--- src/rtl/instr_encoder.sv ---
// MIPS instruction encoder: turns ALUOp requests into 32-bit words and queues them
// in a 2-entry FIFO with valid/ready handshakes on both sides and a saturating word counter.
module instr_encoder #(
    parameter int unsigned CNT_W = 16
) (
    input  logic             clk,
    input  logic             rst,
    input  logic             in_valid,
    output logic             in_ready,
    input  logic [3:0]       in_op,
    input  logic             in_imm,
    input  logic [4:0]       in_rs,
    input  logic [4:0]       in_rt,
    input  logic [4:0]       in_rd,
    input  logic [4:0]       in_shamt,
    input  logic [15:0]      in_immval,
    output logic             out_valid,
    input  logic             out_ready,
    output logic [31:0]      out_instr,
    output logic             err,
    output logic [CNT_W-1:0] count
);

    logic [31:0]      ent0_q, ent1_q;
    logic [1:0]       occ_q;
    logic             err_q;
    logic [CNT_W-1:0] count_q;

    logic        legal;
    logic [5:0]  op_f;
    logic [5:0]  func_f;
    logic [4:0]  rs_f;
    logic [4:0]  sh_f;
    logic [31:0] word;
    logic        accept;
    logic        push;
    logic        pop;

    always_comb begin
        legal  = 1'b1;
        op_f   = 6'b000000;
        func_f = 6'b000000;
        rs_f   = in_rs;
        sh_f   = 5'd0;
        if (in_imm) begin
            case (in_op)
                4'b0000: op_f = 6'b001000;
                4'b0100: op_f = 6'b001101;
                default: legal = 1'b0;
            endcase
        end else begin
            case (in_op)
                4'b0000: func_f = 6'b100000;
                4'b0001: func_f = 6'b100010;
                4'b0011: func_f = 6'b100100;
                4'b0100: func_f = 6'b100101;
                4'b0101: func_f = 6'b101010;
                // Shifts take the amount from shamt and leave rs zero.
                4'b1000: begin
                    func_f = 6'b000000;
                    rs_f   = 5'd0;
                    sh_f   = in_shamt;
                end
                4'b1001: begin
                    func_f = 6'b000010;
                    rs_f   = 5'd0;
                    sh_f   = in_shamt;
                end
                4'b0010: begin
                    op_f   = 6'b011100;
                    func_f = 6'b000010;
                end
                4'b1010: begin
                    op_f   = 6'b011100;
                    func_f = 6'b000110;
                end
                4'b1011: begin
                    op_f   = 6'b011100;
                    func_f = 6'b100001;
                end
                4'b1100: begin
                    op_f   = 6'b011100;
                    func_f = 6'b100000;
                end
                default: legal = 1'b0;
            endcase
        end
        word = in_imm ? {op_f, in_rs, in_rt, in_immval}
                      : {op_f, rs_f, in_rt, in_rd, sh_f, func_f};
    end

    // A full FIFO still accepts when the head leaves in the same cycle.
    assign in_ready  = !rst && ((occ_q != 2'd2) || out_ready);
    assign out_valid = (occ_q != 2'd0);
    assign out_instr = ent0_q;
    assign err       = err_q;
    assign count     = count_q;

    assign accept = in_valid && in_ready;
    assign push   = accept && legal;
    assign pop    = out_valid && out_ready;

    always_ff @(posedge clk) begin
        if (rst) begin
            ent0_q  <= 32'd0;
            ent1_q  <= 32'd0;
            occ_q   <= 2'd0;
            err_q   <= 1'b0;
            count_q <= '0;
        end else begin
            err_q <= accept && !legal;
            if (pop && (count_q != '1)) begin
                count_q <= count_q + CNT_W'(1);
            end
            case ({push, pop})
                2'b10: begin
                    if (occ_q == 2'd0) begin
                        ent0_q <= word;
                    end else begin
                        ent1_q <= word;
                    end
                    occ_q <= occ_q + 2'd1;
                end
                2'b01: begin
                    ent0_q <= ent1_q;
                    occ_q  <= occ_q - 2'd1;
                end
                2'b11: begin
                    if (occ_q == 2'd1) begin
                        ent0_q <= word;
                    end else begin
                        ent0_q <= ent1_q;
                        ent1_q <= word;
                    end
                end
                default: ;
            endcase
        end
    end

endmodule

--- config.mk ---
export PLATFORM = sky130hd
export DESIGN_NAME = instr_encoder
export DESIGN_NICKNAME = d
export VERILOG_FILES = /design/src/rtl/instr_encoder.sv
export SDC_FILE = /design/constraint.sdc
export NUM_CORES = 1
export LEC_CHECK = 0
export BUFFER_PORTS_ARGS = -buffer_cell sky130_fd_sc_hd__clkbuf_2
export CORE_ASPECT_RATIO = 1.2
export CORE_MARGIN = 3
export CORE_UTILIZATION = 45
export DETAILED_ROUTE_END_ITERATION = 10
export PLACE_DENSITY = 0.73
export SETUP_SLACK_MARGIN = 0.4
export SYNTH_ARGS = -nofsm -noshare
export SYNTH_HDL_FRONTEND = slang
export SYNTH_SLANG_ARGS = --single-unit
--- constraint.sdc ---
create_clock -name clk -period 2.35 [get_ports clk]
set_input_delay 0.1175 -clock clk [delete_from_list [all_inputs] [get_ports clk]]
set_output_delay 0.1175 -clock clk [all_outputs]
set_load 0.01 [all_outputs]
==> results of run 1 <==
[power by group]
part | internal [uW] | leakage [uW] | switching (uW) | total (uW)
Combinational | 930 | 0.00131 | 1240 | 2170
Sequential | 1610 | 0.000644 | 165 | 1780
Clock | 539 | 0.000106 | 527 | 1070
[per-stage QoR]
step | hold WS [ps] | power [uW] | instances | util, % | cell area, um2
floorplan | 237 | 3150 | 449 | - | 4170
global placement | 355 | 3600 | 640 | 54.1 | 4690
finish | 13.3 | 5020 | 672 | 62.1 | 5370
detailed placement | 347 | 3650 | 640 | 54.1 | 4690
CTS | 2.75 | 4860 | 663 | 58.5 | 5070
global route | 16.3 | 5350 | 672 | 62.1 | 5370
[flip-flops by register name, summed over array words and instances, names as in the netlist]
name / cells
ent1_q: 30
out_instr: 30
count: 16
occ_q: 2
err: 1
[worst max path at each step]
| stage | from | end | slack (ps) | cells past startpoint |
|---|---|---|---|---|
| 2_1_floorplan | occ_q[0] | ent1_q[1] | 240 | 12 |
| 4_1_cts | occ_q[0] | ent1_q[6] | 240 | 12 |
| 6_report | occ_q[0] | ent1_q[9] | 180 | 13 |
| 3_3_place_gp | occ_q[0] | ent1_q[13] | 210 | 12 |
| 3_5_place_dp | occ_q[0] | ent1_q[14] | 90 | 12 |
| 5_1_grt | occ_q[0] | ent1_q[9] | 80 | 13 |
[what timing repair did]
| item | in CTS | in global routing |
|---|---|---|
| hold buffers | 2 | 0 |
| endpoints found under the hold margin | 2 | 0 |
| cloned | 1 | 3 |
| pin swaps | 6 | 15 |
| endpoints found under the setup margin | 66 | 70 |
| resized for setup | 15 | 33 |
| buffers inserted | 4 | 6 |
[per-layer routing]
layer | vias to the layer above | wire, um
met5 | - | 0
met4 | 0 | 98
met3 | 9 | 507
met2 | 97 | 5410
met1 | 1673 | 4250
li1 | 1795 | -
[layout make-up]
class,instances,share of cell area (%)
timing repair buffer,124,16.1
multi-input combinational,328,47.1
clock buffer,10,2.56
tap,117,2.72
sequential,79,29.5
clock inverter,6,1.40
inverter,8,0.652
[cell usage after synthesis, drive strengths merged, types with 2 or more instances]
cell | count | area, um2
nand2b | 6 | 45.0
a221oi | 20 | 257
and4b | 2 | 20.0
o211ai | 2 | 15.0
a211oi | 21 | 198
a32oi | 2 | 17.5
nand3 | 7 | 35.0
nor3 | 34 | 275
dfxtp | 79 | 1580
mux2i | 5 | 50.1
nand2 | 52 | 198
clkbuf | 10 | 37.5
ha | 8 | 100
nor4b | 2 | 38.8
nor2b | 3 | 18.8
inv | 8 | 30.0
mux2 | 5 | 56.3
xnor2 | 7 | 61.3
and4 | 2 | 17.5
o21ai | 7 | 35.0
buf | 24 | 154
xor2 | 6 | 52.6
a22oi | 6 | 50.1
or2 | 2 | 12.5
and3 | 3 | 18.8
nor2 | 71 | 269
a31oi | 4 | 40.0
nand4 | 5 | 31.3
a21oi | 30 | 158
[worst max-delay path, delay by kind of cell (launching register included)]
family / cells / cell delay (ps)
AO/OA/AOI/OAI: 2 / 400
adder cells (fa/ha/maj): 2 / 310
buffers and inverters: 4 / 460
flip-flops: 1 / 340
AND/OR/NAND/NOR: 5 / 560
[logic make-up (layout without fill, tap and decap cells)]
family	Yosys count	after routing	synth area share, %
and+or+nand+nor	196	196	26.0
AOI/OAI and AO/OA	98	98	20.9
DFF	79	79	39.3
buffers and inverters	42	148	5.50
xor gates and xnor gates	13	13	2.83
muxes	10	10	2.64
adders and majority gates	9	9	2.77
other	1	2	0.0931
==> reports/summary.txt, run 1 <==
reg2reg start -> occ_q[0]
Highest Clock Rate -> 460 MHz
status -> completed
Final ANT Viol Nets -> 0
Final WS setup -> 175 ps
vias post-DR -> 3574
maximum VDD drop -> 384 uV
CP startpoint kind -> register
# IOs -> 96
gpl congestion -> 0.824
clk slew on worst S/H paths -> 90 ps
CTS tree -> built
Starting Density -> 46.5%
clk buf depth -> 2
measured slew at the worst slew-check pin -> 971 ps
FF-to-FF End -> ent1_q[9]
Core Region -> 8660 um2
Nets -> 603
min Tclk post-route -> 2170 ps
Mapped Area -> 4030 um2
fin. max-slew vios -> 0
CP peak stage delay -> 340 ps
Skew-Pair Late Insertion Delay -> 340 ps
CTS buffer count -> 9
met3 Usage GRT -> 3.97%
cells after synthesis -> 448
Congestion Overflow GR -> 0
initial antenna violation count -> 0
CTS Sinks -> 79
Hold Fails Final Rpt -> 0
Post-DP HPWL -> 6430 um
unrepaired setup endpoints after global routing -> true
worst hold path type -> input pin to register
Max H-tree Level -> 3
vias in the first global route -> 3379
met2 GRT Util -> 34.6%
DRT iter0 DRCs -> 215
final wirelength -> 10300 um
post-synthesis register bit count -> 79
GRT busiest layer -> met2
crit path cell chain -> inv_2, ha_4, nor2b_4, nor3b_4, nand2_2, inv_4, ha_4, nand2b_4, a22oi_2, buf_6, clkbuf_16, nor2_2, a211oi_1
Mean Syn Cell Area -> 8.99 um2
min-delay src -> in_rt[4]
largest net degree at the start of global routing -> 80
Worst path slowest cell -> dfxtp_2
drt pass-1 iters -> 4
Syn-to-layout area delta -> 33.4%
Hold Path Stages -> 3
area of the multi-input gates -> 2530 um2
Tot GR Track Use -> 19.3%
R2R setup slack -> 180 ps
setup TNS -> 0 ps
Port-buffer cells -> 93
Crit. End Element -> register
DP Worst Slack -> 92.7 ps
Max FO, Critical Path -> 6
root buf cell -> clkbuf_8
number of max-capacitance violations reported -> 0
dominant synthesized flop cell -> dfxtp_1
met1 Track Usage GR -> 23.0%
FFs w/ async S/R, synth -> 0%
R2R cell count -> 13
relative slew slack -> 35.3%
Die ar. -> 10100 um2
first-pass GRT wire length -> 15800 um
fin crit share -> 92.5%
DRC viols -> 0
WP data required -> 2590 ps
Avg WL per Cell -> 15.3 um
Post-synth EDFFs -> 0
crit-path most repeated cell -> ha_4
worst hold path endpoint -> ent1_q[20]
layout cell share with drive strength beyond 1 -> 42.9%
P_leak -> 0.00206 uW
chip width -> 92.4 um
Final setup viols -> 0
most common cell after layout, fill and taps aside -> clkbuf_2
post-synth cell types -> 59
share of the yosys chip area belonging to registers -> 39.3%
Avg Vias per Cell -> 5.32
antenna cells -> 0
most frequent cells in the layout -> clkbuf_2 (92), dfxtp_1 (77), nor2_1 (65)
Critical Path AT -> 2410 ps
Rows -> 37
power per standard cell area -> 934 nW/um2
fillcell total -> 730
skew final -> 6.12 ps
Yosys Warn Count -> 0
WS Path Type -> register to register
Reg area -> 1580 um2
Die H -> 110 um
Power figures use the tool's default switching activity.
==> inputs of run 2 (changes only) <==
--- a/config.mk
+++ b/config.mk
@@ -5,12 +5,13 @@
 export SDC_FILE = /design/constraint.sdc
 export NUM_CORES = 1
 export LEC_CHECK = 0
+export ABC_AREA = 1
 export BUFFER_PORTS_ARGS = -buffer_cell sky130_fd_sc_hd__clkbuf_2
 export CORE_ASPECT_RATIO = 1.2
 export CORE_MARGIN = 3
 export CORE_UTILIZATION = 45
 export DETAILED_ROUTE_END_ITERATION = 10
-export PLACE_DENSITY = 0.73
+export PLACE_DENSITY = 0.72
 export SETUP_SLACK_MARGIN = 0.4
 export SYNTH_ARGS = -nofsm -noshare
 export SYNTH_HDL_FRONTEND = slang
==> reports/summary.txt, run 2 <==
status -> completed
fillcell total -> 889
Yosys Warn Count -> 0
share of the yosys chip area belonging to registers -> 35.7%
CP startpoint kind -> register
Mapped Area -> 4430 um2
Tot GR Track Use -> 22.2%
WS Path Type -> register to register
initial antenna violation count -> 0
power per standard cell area -> 1020 nW/um2
first-pass GRT wire length -> 19400 um
Post-synth EDFFs -> 0
FFs w/ async S/R, synth -> 0%
drt pass-1 iters -> 6
post-synth cell types -> 37
vias in the first global route -> 4162
gpl congestion -> 0.874
Starting Density -> 46.3%
fin. max-slew vios -> 0
min-delay src -> in_rt[1]
Nets -> 823
Die ar. -> 11100 um2
Rows -> 39
clk slew on worst S/H paths -> 60 ps
Final ANT Viol Nets -> 0
Congestion Overflow GR -> 0
Pwr Total -> 5910 uW
antenna cells -> 0
CTS Sinks -> 79
area leader, netlist -> dfxtp_1
measured slew at the worst slew-check pin -> 558 ps
Mean Syn Cell Area -> 6.63 um2
placed cells -> 862
Syn-to-layout area delta -> 31.2%
chip width -> 96.5 um
CTS tree -> built
Critical path origin -> occ_q[0]
Max FO, Critical Path -> 7
WP data required -> 2620 ps
largest net degree at the start of global routing -> 58
worst hold path type -> input pin to register
maximum VDD drop -> 601 uV
area of the multi-input gates -> 2580 um2
Skew-Pair Late Insertion Delay -> 340 ps
clk buf depth -> 2
DRT iter0 DRCs -> 294
Max H-tree Level -> 3
Avg WL per Cell -> 13.6 um
number of max-capacitance violations reported -> 0
Hold Fails Final Rpt -> 0
min Tclk post-route -> 1990 ps
P_leak -> 0.00280 uW
most frequent cells in the layout -> nand2_1 (167), clkbuf_2 (93), nor2_1 (83)
Avg Vias per Cell -> 4.98
Final setup viols -> 0
layout cell share with drive strength beyond 1 -> 31.2%
most common cell after layout, fill and taps aside -> nand2_1
Highest Clock Rate -> 503 MHz
dominant synthesized flop cell -> dfxtp_1
final wirelength -> 12200 um
area share of the largest cell type after synthesis -> 35.7%
# IOs -> 96
vias post-DR -> 4470
Core Region -> 9560 um2
Post-DP HPWL -> 7820 um
Die H -> 115 um
unrepaired setup endpoints after global routing -> true
Port-buffer cells -> 93
cells after synthesis -> 667
CTS buffer count -> 9
skew final -> 8.56 ps
post-synthesis register bit count -> 79
DRC viols -> 0
Reg area -> 1590 um2
commonest cells in the netlist -> nand2_1 (183), nor2_1 (90), dfxtp_1 (79)
Cell Count, Final, Fillers Out -> 898
reg2reg start -> occ_q[0]
count leader, synth -> nand2_1
Critical Path AT -> 2260 ps
relative slew slack -> 62.8%
Crit. End Element -> register
root buf cell -> clkbuf_16
top cells by area in the synthesized netlist -> dfxtp_1 (36%), nand2_1 (16%), nor2_1 (7.6%), inv_1 (6.4%), o21ai_0 (6.0%)
fin crit share -> 84.6%
==> run 2: changes by cell type after synthesis, sizes merged, moves of 6 or more <==
cell    delta
a22oi      -6
nor2      +44
nand3     +35
a211oi    -19
a221oi    -20
inv       +74
nor3      -28
o21ai     +47
nand2    +138
nand2b     -6
==> run 2: cells by family (layout without fill, tap and decap cells) <==
group                      Yosys count  in the layout  share of synthesized area, %
buffers and inverters              114            220                          11.8
other                                1              2                        0.0847
adders and majority gates            8              8                          2.26
and+or+nand+nor                    360            361                          35.8
DFF                                 79             79                          35.7
AOI/OAI and AO/OA                   93             93                          12.0
xor gates and xnor gates            12             12                          2.37
==> run 2: layer usage <==
layer  up-vias  GRT usage, %  part of all wire (%)
met2       146          37.1                    50
met1      2027          27.6                    42
met4         0          9.82                   2.1
met5         -             0                     0
met3        19          4.21                   5.4
li1       2278             -                     -
==> run 2: stage by stage <==
stage                     utilization (%)  TNS [ps]  hold WS, ps  setup WS, ps  instance area, um2
after floorplan                         -         0          252           391                4480
after global placement               51.7     -13.9          374         -13.9                4950
after detailed placement             51.7     -1910          373          -171                4950
after CTS                            58.6         0         15.9           407                5610
after global routing                 60.7         0         53.6           284                5810
final                                60.7         0         41.1           362                5810
==> run 2: worst paths after layout <==
kind                            cells past startpoint            end  slack (ps)
worst max register to register                     19  out_instr[28]         360
worst min-delay path                                3     ent1_q[17]          40
worst max-delay path                               19  out_instr[28]         360
worst min register to register                      2     ent1_q[11]         450
==> run 2: area by class of cell <==
| type | instances | area share, % |
|---|---|---|
| clock buffers | 11 | 4.35 |
| multi-input cells | 476 | 44.4 |
| flip-flops and latches | 79 | 27.3 |
| well taps | 123 | 2.65 |
| repair buffers | 119 | 13.1 |
| repair inverters | 3 | 0.409 |
| clock inverters | 5 | 1.79 |
| inverters | 82 | 6.03 |
==> run 2: timing repair <==
| item | CTS | global route |
|---|---|---|
| endpoints found under the setup margin | 60 | 61 |
| pin swaps | 12 | 39 |
| setup buffers | 12 | 3 |
| hold buffers | 0 | 0 |
| resized for setup | 43 | 55 |
| cloned | 5 | 0 |
==> run 2: critical path, cell delays in order (launching register included) <==
cell      delay [ps]
dfxtp_2          360
inv_4             50
ha_4             160
nand2_4           60
nand2_4           50
nor2_4            90
nand2_2           90
inv_4             80
ha_4             170
nand2_4           70
inv_4             60
nor2_4            30
buf_12           130
clkinv_8          70
nand3_4           80
nand2_2           90
inv_1             40
nand2_1           60
nand2_1           50
nor2_1           110
==> run 2: where the power goes <==
group          leakage [uW]  internal, uW  switching (uW)  total [uW]
combinational       0.00197          1020            1420        2440
clock              0.000176          1100             557        1650
sequential         0.000646          1650             173        1820
total               0.00280          3770            2150        5910
==> inputs of run 3 (changes only) <==
--- a/config.mk
+++ b/config.mk
@@ -5,13 +5,13 @@
 export SDC_FILE = /design/constraint.sdc
 export NUM_CORES = 1
 export LEC_CHECK = 0
-export ABC_AREA = 1
+export ABC_AREA = 0
 export BUFFER_PORTS_ARGS = -buffer_cell sky130_fd_sc_hd__clkbuf_2
 export CORE_ASPECT_RATIO = 1.2
 export CORE_MARGIN = 3
 export CORE_UTILIZATION = 45
 export DETAILED_ROUTE_END_ITERATION = 10
-export PLACE_DENSITY = 0.72
+export PLACE_DENSITY = 0.7
 export SETUP_SLACK_MARGIN = 0.4
 export SYNTH_ARGS = -nofsm -noshare
 export SYNTH_HDL_FRONTEND = slang
==> constraint.sdc (replaced) <==
create_clock -name clk -period 2.05 [get_ports clk]
set_input_delay 0.1025 -clock clk [delete_from_list [all_inputs] [get_ports clk]]
set_output_delay 0.1025 -clock clk [all_outputs]
set_load 0.01 [all_outputs]
==> reports/summary.txt, run 3 (synthesized netlist as in run 1, its figures left out) <==
Final WS setup -> -141 ps
vias post-DR -> 3800
worst hold path endpoint -> ent1_q[21]
antenna cells -> 0
fin crit share -> 107%
Congestion Overflow GR -> 0
Post-DP HPWL -> 6590 um
initial antenna violation count -> 0
largest net degree at the start of global routing -> 80
reg2reg start -> occ_q[0]
Psw -> 2260 uW
min Tclk post-route -> 2190 ps
Die ar. -> 10100 um2
failing checks -> setup timing
clock share of power -> 22.9%
Tot GR Track Use -> 20.7%
FF-to-FF End -> out_instr[20]
CTS Sinks -> 79
Highest Clock Rate -> 456 MHz
worst hold path type -> input pin to register
status -> finished, violations left
DP Worst Slack -> -77.9 ps
CTS tree -> built
number of max-capacitance violations reported -> 0
clk slew on worst S/H paths -> 100 ps
gpl congestion -> 0.833
R2R cell count -> 13
Avg WL per Cell -> 15.3 um
Hold Fails Final Rpt -> 0
most frequent cells in the layout -> clkbuf_2 (92), dfxtp_1 (76), nor2_1 (64)
chip width -> 92.4 um
measured slew at the worst slew-check pin -> 970 ps
skew final -> 14.3 ps
fin. max-slew vios -> 0
P_leak -> 0.00226 uW
Avg Vias per Cell -> 5.41
Final ANT Viol Nets -> 0
R2R setup slack -> -140 ps
WS Path Type -> register to register
root buf cell -> clkbuf_8
maximum VDD drop -> 588 uV
Final setup viols -> 59
Critical Path AT -> 2470 ps
Internal -> 3720 uW
Starting Density -> 46.5%
Max H-tree Level -> 3
setup TNS -> -2990 ps
WP data required -> 2330 ps
Port-buffer cells -> 93
Rows -> 37
power per standard cell area -> 1050 nW/um2
Reg power frac -> 34.0%
first-pass GRT wire length -> 17100 um
post-route cell area -> 5700 um2
vias in the first global route -> 3627
sw frac -> 37.8%
Die H -> 110 um
DRT iter0 DRCs -> 215
final wirelength -> 10800 um
Syn-to-layout area delta -> 41.6%
Hold Path Stages -> 3
relative slew slack -> 35.3%
Nets -> 634
CP startpoint kind -> register
DRC viols -> 0
most common cell after layout, fill and taps aside -> clkbuf_2
Placed Area -> 4810 um2
Core Region -> 8660 um2
# IOs -> 96
Max FO, Critical Path -> 6
clk buf depth -> 2
Gate power share -> 43.1%
Skew-Pair Late Insertion Delay -> 360 ps
unrepaired setup endpoints after global routing -> true
Crit. End Element -> register
drt pass-1 iters -> 4
CTS buffer count -> 9
layout cell share with drive strength beyond 1 -> 48.0%
min-delay src -> in_rs[0]
==> run 3: worst max path at each step <==
stage / startpoint / endpoint / slack, ps / cells after the start
CTS: occ_q[0] / out_instr[24] / -60 / 13
finish: occ_q[0] / out_instr[20] / -140 / 13
detailed placement: occ_q[0] / ent1_q[5] / -80 / 13
floorplan: occ_q[0] / ent1_q[1] / -60 / 12
global route: occ_q[0] / out_instr[20] / -290 / 13
global placement: occ_q[0] / ent1_q[5] / -20 / 13
==> run 3: power by group through the flow <==
stage               sequential, uW  combinational (uW)  clock [uW]
floorplan                     2150                1470           0
global placement              2050                2160           0
detailed placement            2060                2210           0
CTS                           2030                2470        1380
global route                  2070                2810        1460
finish                        2030                2580        1370
==> run 3: cell type report <==
type / instances / area, um2
Fill cell: 701 / 2960
Multi-Input combinational cell: 328 / 2540
Sequential cell: 79 / 1590
Timing Repair Buffer: 155 / 1160
Tap cell: 117 / 146
Clock buffer: 9 / 124
Clock inverter: 7 / 110
Inverter: 8 / 32.5
==> run 3: critical path: stages (launching register included) <==
cell and delay [ps]:
dfxtp_2 350, inv_2 50, ha_4 150, nor2b_4 130
nor3b_4 200, nand2_2 100, inv_4 90, ha_4 160
nand2b_4 80, a21oi_4 270, buf_12 160, buf_8 130
a221oi_2 60, nor3_1 190
==> run 3: timing repair <==
action                                  4_1_cts  5_1_grt
hold buffers                                  7        0
endpoints found under the setup margin       74       78
buffers inserted                             17        9
pin swaps                                    32       18
hold endpoints to repair                      7        0
cloned                                        3        2
gates resized for setup                      40       25
==> run 3: stage by stage <==
step	instances	util, %	hold WS (ps)	total power [uW]
floorplan	449	-	222	3630
global placement	649	55.6	341	4210
detailed placement	649	55.6	344	4270
CTS	692	63.3	4.36	5880
global route	703	65.9	12.9	6330
finish	703	65.9	13.6	5980
==> run 3: per-layer routing <==
metal  wire length [um]  track usage, %
met1               4360            23.9
met4                206            7.86
met2               5560            38.3
met5                  0               0
met3                639            3.29
